$ cat src/rtl/cdb_arbiter_pkg.sv
// Shared CPU types for the common data bus: reservation-station tags and the
// tag/data pair broadcast on the CDB.
package cpu_types;

   localparam int CDB_MAX_SRC = 8;
   localparam int CDB_DATA_W  = 32;

   typedef enum logic [2:0] {
      INVALID = 3'd0,
      ALU1    = 3'd1,
      ALU2    = 3'd2,
      BR1     = 3'd3,
      LS1     = 3'd4,
      LS2     = 3'd5,
      MUL1    = 3'd6,
      MUL2    = 3'd7
   } RS_tag_type;

   typedef struct packed {
      RS_tag_type            tag;
      logic [CDB_DATA_W-1:0] data;
   } cdb_t;

   localparam cdb_t CDB_IDLE = '{tag: INVALID, data: '0};

endpackage

$ cat src/rtl/cdb_arbiter_result_fifo.sv
// Per-source result FIFO: power-of-two depth, pointers carry one extra wrap bit
// so full and empty are distinguishable without a counter.
module result_fifo
   import cpu_types::*;
#(
   parameter int DEPTH = 2
) (
   input  logic CLK,
   input  logic RST_N,
   input  logic flush,
   input  logic push,
   input  cdb_t din,
   input  logic pop,
   output cdb_t dout,
   output logic full,
   output logic empty
);

   localparam int AW = $clog2(DEPTH);

   cdb_t         mem [DEPTH];
   logic [AW:0]  wr_ptr;
   logic [AW:0]  rd_ptr;
   logic         do_push;
   logic         do_pop;

   assign full    = (wr_ptr[AW-1:0] == rd_ptr[AW-1:0]) && (wr_ptr[AW] != rd_ptr[AW]);
   assign empty   = (wr_ptr == rd_ptr);
   assign dout    = mem[rd_ptr[AW-1:0]];
   assign do_push = push && !full;
   assign do_pop  = pop && !empty;

   always_ff @(posedge CLK) begin
      if (!RST_N || flush) begin
         wr_ptr <= '0;
         rd_ptr <= '0;
      end else begin
         if (do_push) wr_ptr <= wr_ptr + (AW+1)'(1);
         if (do_pop)  rd_ptr <= rd_ptr + (AW+1)'(1);
      end
   end

   always_ff @(posedge CLK) begin
      if (RST_N && !flush && do_push) mem[wr_ptr[AW-1:0]] <= din;
   end

endmodule

$ cat src/rtl/cdb_arbiter.sv
// Serialises functional-unit results onto the common data bus via per-source
// FIFOs and a round-robin pick. CDB_ARB_STATS_EN adds broadcast/stall counters.
module cdb_arbiter
   import cpu_types::*;
#(
   parameter int N_SRC = 4,
   parameter int DEPTH = 2
) (
   input  logic                     CLK,
   input  logic                     RST_N,
   input  logic                     flush,
   input  logic [N_SRC-1:0]         fu_valid,
   input  cdb_t [N_SRC-1:0]         fu_result,
   output logic [N_SRC-1:0]         fu_ready,
   output cdb_t                     cdb_out,
   output logic [$clog2(N_SRC)-1:0] cdb_src
`ifdef CDB_ARB_STATS_EN
   ,
   output logic [31:0]              bcast_count,
   output logic [31:0]              stall_count
`endif
);

   localparam int SW = $clog2(N_SRC);

   logic [N_SRC-1:0] full;
   logic [N_SRC-1:0] empty;
   logic [N_SRC-1:0] push;
   logic [N_SRC-1:0] pop;
   cdb_t             head [N_SRC];
   logic [SW-1:0]    rr_ptr;
   logic [SW-1:0]    win;
   logic             win_vld;
   logic [SW-1:0]    rr_next;

   // Returns {found, index} of the first set bit at or after start, wrapping mod N_SRC.
   function automatic logic [SW:0] rr_pick(input logic [N_SRC-1:0] req, input logic [SW-1:0] start);
      logic [SW:0]   res;
      logic [SW-1:0] idx;
      res = '0;
      for (int unsigned k = 0; k < N_SRC; k++) begin
         idx = SW'((32'(start) + k) % N_SRC);
         if (!res[SW] && req[idx]) res = {1'b1, idx};
      end
      return res;
   endfunction

   always_comb begin
      {win_vld, win} = rr_pick(~empty, rr_ptr);
      rr_next        = (win == SW'(N_SRC - 1)) ? '0 : win + SW'(1);
   end

   assign fu_ready = ~full;

   for (genvar g = 0; g < N_SRC; g++) begin : g_src
      // INVALID-tagged results complete the handshake but are never stored.
      assign push[g] = fu_valid[g] && !full[g] && (fu_result[g].tag != INVALID);
      assign pop[g]  = win_vld && (win == SW'(g));

      result_fifo #(.DEPTH(DEPTH)) u_fifo (
         .CLK   (CLK),
         .RST_N (RST_N),
         .flush (flush),
         .push  (push[g]),
         .din   (fu_result[g]),
         .pop   (pop[g]),
         .dout  (head[g]),
         .full  (full[g]),
         .empty (empty[g])
      );
   end

   always_ff @(posedge CLK) begin
      if (!RST_N || flush) begin
         cdb_out <= CDB_IDLE;
         cdb_src <= '0;
         rr_ptr  <= '0;
      end else if (win_vld) begin
         cdb_out <= head[win];
         cdb_src <= win;
         rr_ptr  <= rr_next;
      end else begin
         cdb_out <= CDB_IDLE;
         cdb_src <= '0;
      end
   end

`ifdef CDB_ARB_STATS_EN
   always_ff @(posedge CLK) begin
      if (!RST_N) begin
         bcast_count <= '0;
         stall_count <= '0;
      end else begin
         if (!flush && win_vld && (bcast_count != '1)) bcast_count <= bcast_count + 32'd1;
         if (|(fu_valid & ~fu_ready) && (stall_count != '1)) stall_count <= stall_count + 32'd1;
      end
   end
`endif

endmodule

$ cat config.mk
export PLATFORM = sky130hd
export DESIGN_NAME = cdb_arbiter
export DESIGN_NICKNAME = d
export VERILOG_FILES = /design/src/rtl/cdb_arbiter_pkg.sv /design/src/rtl/cdb_arbiter_result_fifo.sv /design/src/rtl/cdb_arbiter.sv
export SDC_FILE = /design/constraint.sdc
export NUM_CORES = 1
export LEC_CHECK = 0
export CORE_MARGIN = 2
export CORE_UTILIZATION = 54
export DETAILED_ROUTE_END_ITERATION = 16
export PLACE_DENSITY = 0.79
export RECOVER_POWER = 100
export SETUP_SLACK_MARGIN = 0.5
export SYNTH_ARGS = -nofsm -noshare
export SYNTH_HDL_FRONTEND = slang
export SYNTH_SLANG_ARGS = --single-unit
$ cat constraint.sdc
create_clock -name CLK -period 3.9 [get_ports CLK]
set_clock_uncertainty 0.2 [all_clocks]
set_input_delay 0.39 -clock CLK [delete_from_list [all_inputs] [get_ports CLK]]
set_output_delay 0.39 -clock CLK [all_outputs]
set_load 0.02 [all_outputs]
==> impl_metrics.json <==
{
  "coreArea_mm2": 0.0235,
  "globalplace.congestion": 0.824,
  "routedWlPerCell_um": 21.0,
  "drive_gt1_share_pct": 7.14,
  "die_h_um": 159,
  "grt.busiest_layer": "met2",
  "fillers": 1552,
  "relSlewSlack_pct": -7.15,
  "register_area_mm2": 0.00959,
  "synth-edff-count": 280,
  "grt_max_degree": 54,
  "grt.total_usage_pct": 21.9,
  "dpl.hpwl_mm": 19.2,
  "max-vdd-ir-drop_uv": 398,
  "cts_tree": "built",
  "drt-initial-drc-count": 548,
  "yosysWarnings": 0,
  "synth_area_leaders": "edfxtp_1 (65%), mux2i_1 (14%), dfxtp_1 (9.1%)",
  "synthFlopType": "edfxtp_1",
  "synth-seq-cells": 339,
  "final_cell_mix": "edfxtp_1 (280), dlygate4sd3_1 (182), mux2i_1 (176)",
  "cts-htree-levels": 2,
  "via_count": 7212,
  "required_ns": 3.82,
  "arrival_ns": 3.12,
  "status": "finished with violations",
  "postCtsSetupBuffers": 0,
  "violations": "capacitance limit, slew limit",
  "max_freq_mhz": 313,
  "path_max_fanout": 28,
  "cp_num_buf_inv": 2,
  "slowest_stage": "clkbuf_2",
  "num_rows": 56,
  "via_per_inst": 5.49,
  "hp-class": "reg -> reg",
  "antenna_left": 0,
  "antenna_cells": 0,
  "antenna_found_initial": 0,
  "ctsHoldBuffers": 0,
  "cts_buffers": 35,
  "firstDrtPassIters": 5,
  "crit_chain": "dlygate4sd3_1, nor2b_1, nand2_1, nor2_1, clkbuf_2",
  "grt_overflow": 0,
  "layout.nets": 1119,
  "root_buffer": "clkbuf_16",
  "syn_nets": 919,
  "cp-end-kind": "register",
  "final_util_pct": 69.2,
  "path_clk_slew_ns": 0.06,
  "rsz0062_at_grt": "no",
  "io-pin-count": 188,
  "yosysTopAreaCellShare_pct": 65.0,
  "pwr_density_cell_mw_per_mm2": 502,
  "seq_area_frac_synth_pct": 74.2,
  "grt.met3_usage_pct": 4.73,
  "wl_mm": 27.6,
  "path_delay_family": "simple AND/OR/NAND/NOR gates",
  "synth_top_cell_by_area": "edfxtp_1",
  "final-setup-viol-count": 0,
  "dieArea_mm2": 0.0252,
  "worst_setup_path_start_kind": "input pin",
  "fp.dieW_um": 159,
  "met2_usage_pct": 34.5,
  "avgSynthCellArea_um2": 16.8,
  "clkSinkCount": 339,
  "netlist_instances": 771,
  "clockBufferDepth": 3,
  "critPathKind": "in -> reg",
  "async_reset_ff_share_pct": 0,
  "grt_first_pass_wirelength_mm": 41.8,
  "start_util_pct": 55.1,
  "synth_cell_type_count": 42,
  "drc_errors": 0,
  "whs_ns": 0.300,
  "period_minus_slack_ns": 3.19,
  "worst_pin_slew_ns": 1.61,
  "area_growth_pct": 25.6,
  "use_met1_pct": 30.7,
  "reg2reg_setup_slack_ns": 0.73,
  "max_stage_delay_ns": 0.74,
  "synth.cell_area_mm2": 0.0129,
  "p_leak_nw": 5.53,
  "multi_input_area_mm2": 0.00312,
  "maxSlewViolCount": 36,
  "fin_crit_sh_pct": 81.9,
  "grt_pass1_vias": 7274,
  "hold_viol": 0,
  "drv_cap": 1,
  "finalSetupTns_ns": 0,
  "final_common_cell": "edfxtp_1",
  "ctsResizeCount": 0,
  "worstSkewPairLatency_ns": 0.50,
  "port_buffers": 187
}
==> cell type report <==
| cell class | instances | share of cell area (%) |
|---|---|---|
| repair buffers | 201 | 12.5 |
| clock inverters | 9 | 0.570 |
| inverters | 4 | 0.0924 |
| well taps | 319 | 2.46 |
| clock buffers | 51 | 6.15 |
| multi-input cells | 390 | 19.2 |
| flip-flops and latches | 339 | 59.1 |
==> Yosys cell counts, types with 3 or more instances <==
| cell | n |
|---|---|
| nor2_1 | 20 |
| or3_1 | 4 |
| nand2b_1 | 5 |
| mux2i_1 | 176 |
| nand2_1 | 84 |
| xor2_1 | 8 |
| o311a_1 | 4 |
| a21oi_1 | 8 |
| buf_6 | 6 |
| o31ai_1 | 3 |
| dfxtp_1 | 59 |
| and3_1 | 4 |
| buf_2 | 8 |
| o21ai_0 | 4 |
| nor3_1 | 3 |
| clkbuf_1 | 21 |
| a32o_1 | 35 |
| edfxtp_1 | 280 |
| xnor2_1 | 10 |
==> metrics by stage <==
step | setup slack, ns | area [um^2] | cells | power [mW]
global route | 0.509 | 16200 | 1313 | 8.44
CTS | 1.12 | 16300 | 1313 | 8.27
finish | 0.706 | 16200 | 1313 | 8.16
global placement | 0.903 | 15200 | 1253 | 5.12
detailed placement | 0.854 | 15200 | 1253 | 5.14
floorplan | 0.591 | 12900 | 771 | 4.69
==> routing by layer <==
layer	vias up	wire (um)
met5	-	0
met4	0	640
met3	43	1960
met2	266	13100
met1	3553	11800
li1	3350	-
==> sequential cells by signal, summed over array words and instances (netlist names), named ones only <==
register             flops
rr_ptr                   2
g_src.u_fifo.mem       280
cdb_out                 35
g_src.u_fifo.wr_ptr      8
cdb_src                  2
g_src.u_fifo.rd_ptr      8
==> cell families (layout without fill, tap and decap cells) <==
group,Yosys count,in the layout,synth area share (%)
AO/OA/AOI/OAI,64,64,4.59
XOR/XNOR,18,18,1.22
adder cells (fa/ha/maj),1,1,0.0968
buffers and inverters,42,265,1.70
flip-flops,339,339,74.2
multiplexers,176,176,13.6
AND/OR/NAND/NOR,131,131,4.60
==> where the power goes <==
part           leakage [nW]  total, mW  switching (mW)  internal [mW]
Clock                 0.529       3.14            1.24           1.90
Combinational          1.98      0.905           0.514          0.390
Sequential             3.02       4.11          0.0815           4.03
Total                  5.53       8.16            1.84           6.32
==> path summary, 6_finish.rpt <==
| check | to | cells past startpoint | start |
|---|---|---|---|
| setup reg to reg | cdb_out[0] | 8 | g_src[0].u_fifo.wr_ptr[0] |
| setup / recovery | g_src[3].u_fifo.mem[0][15] | 5 | RST_N |
| hold / removal | g_src[2].u_fifo.rd_ptr[1] | 2 | g_src[2].u_fifo.rd_ptr[1] |
| hold reg to reg | g_src[2].u_fifo.rd_ptr[1] | 2 | g_src[2].u_fifo.rd_ptr[1] |
==> worst register-to-register path, cell delays in order, from the launching register on <==
cell and delay (ns):
dfxtp_1 0.36, xnor2_1 0.32, nand2_1 0.22, a211oi_2 0.36, o32ai_4 0.14, inv_1 0.21
clkbuf_2 0.75, mux2i_1 0.25, a32o_1 0.25
(Power assumes the default switching activity.)
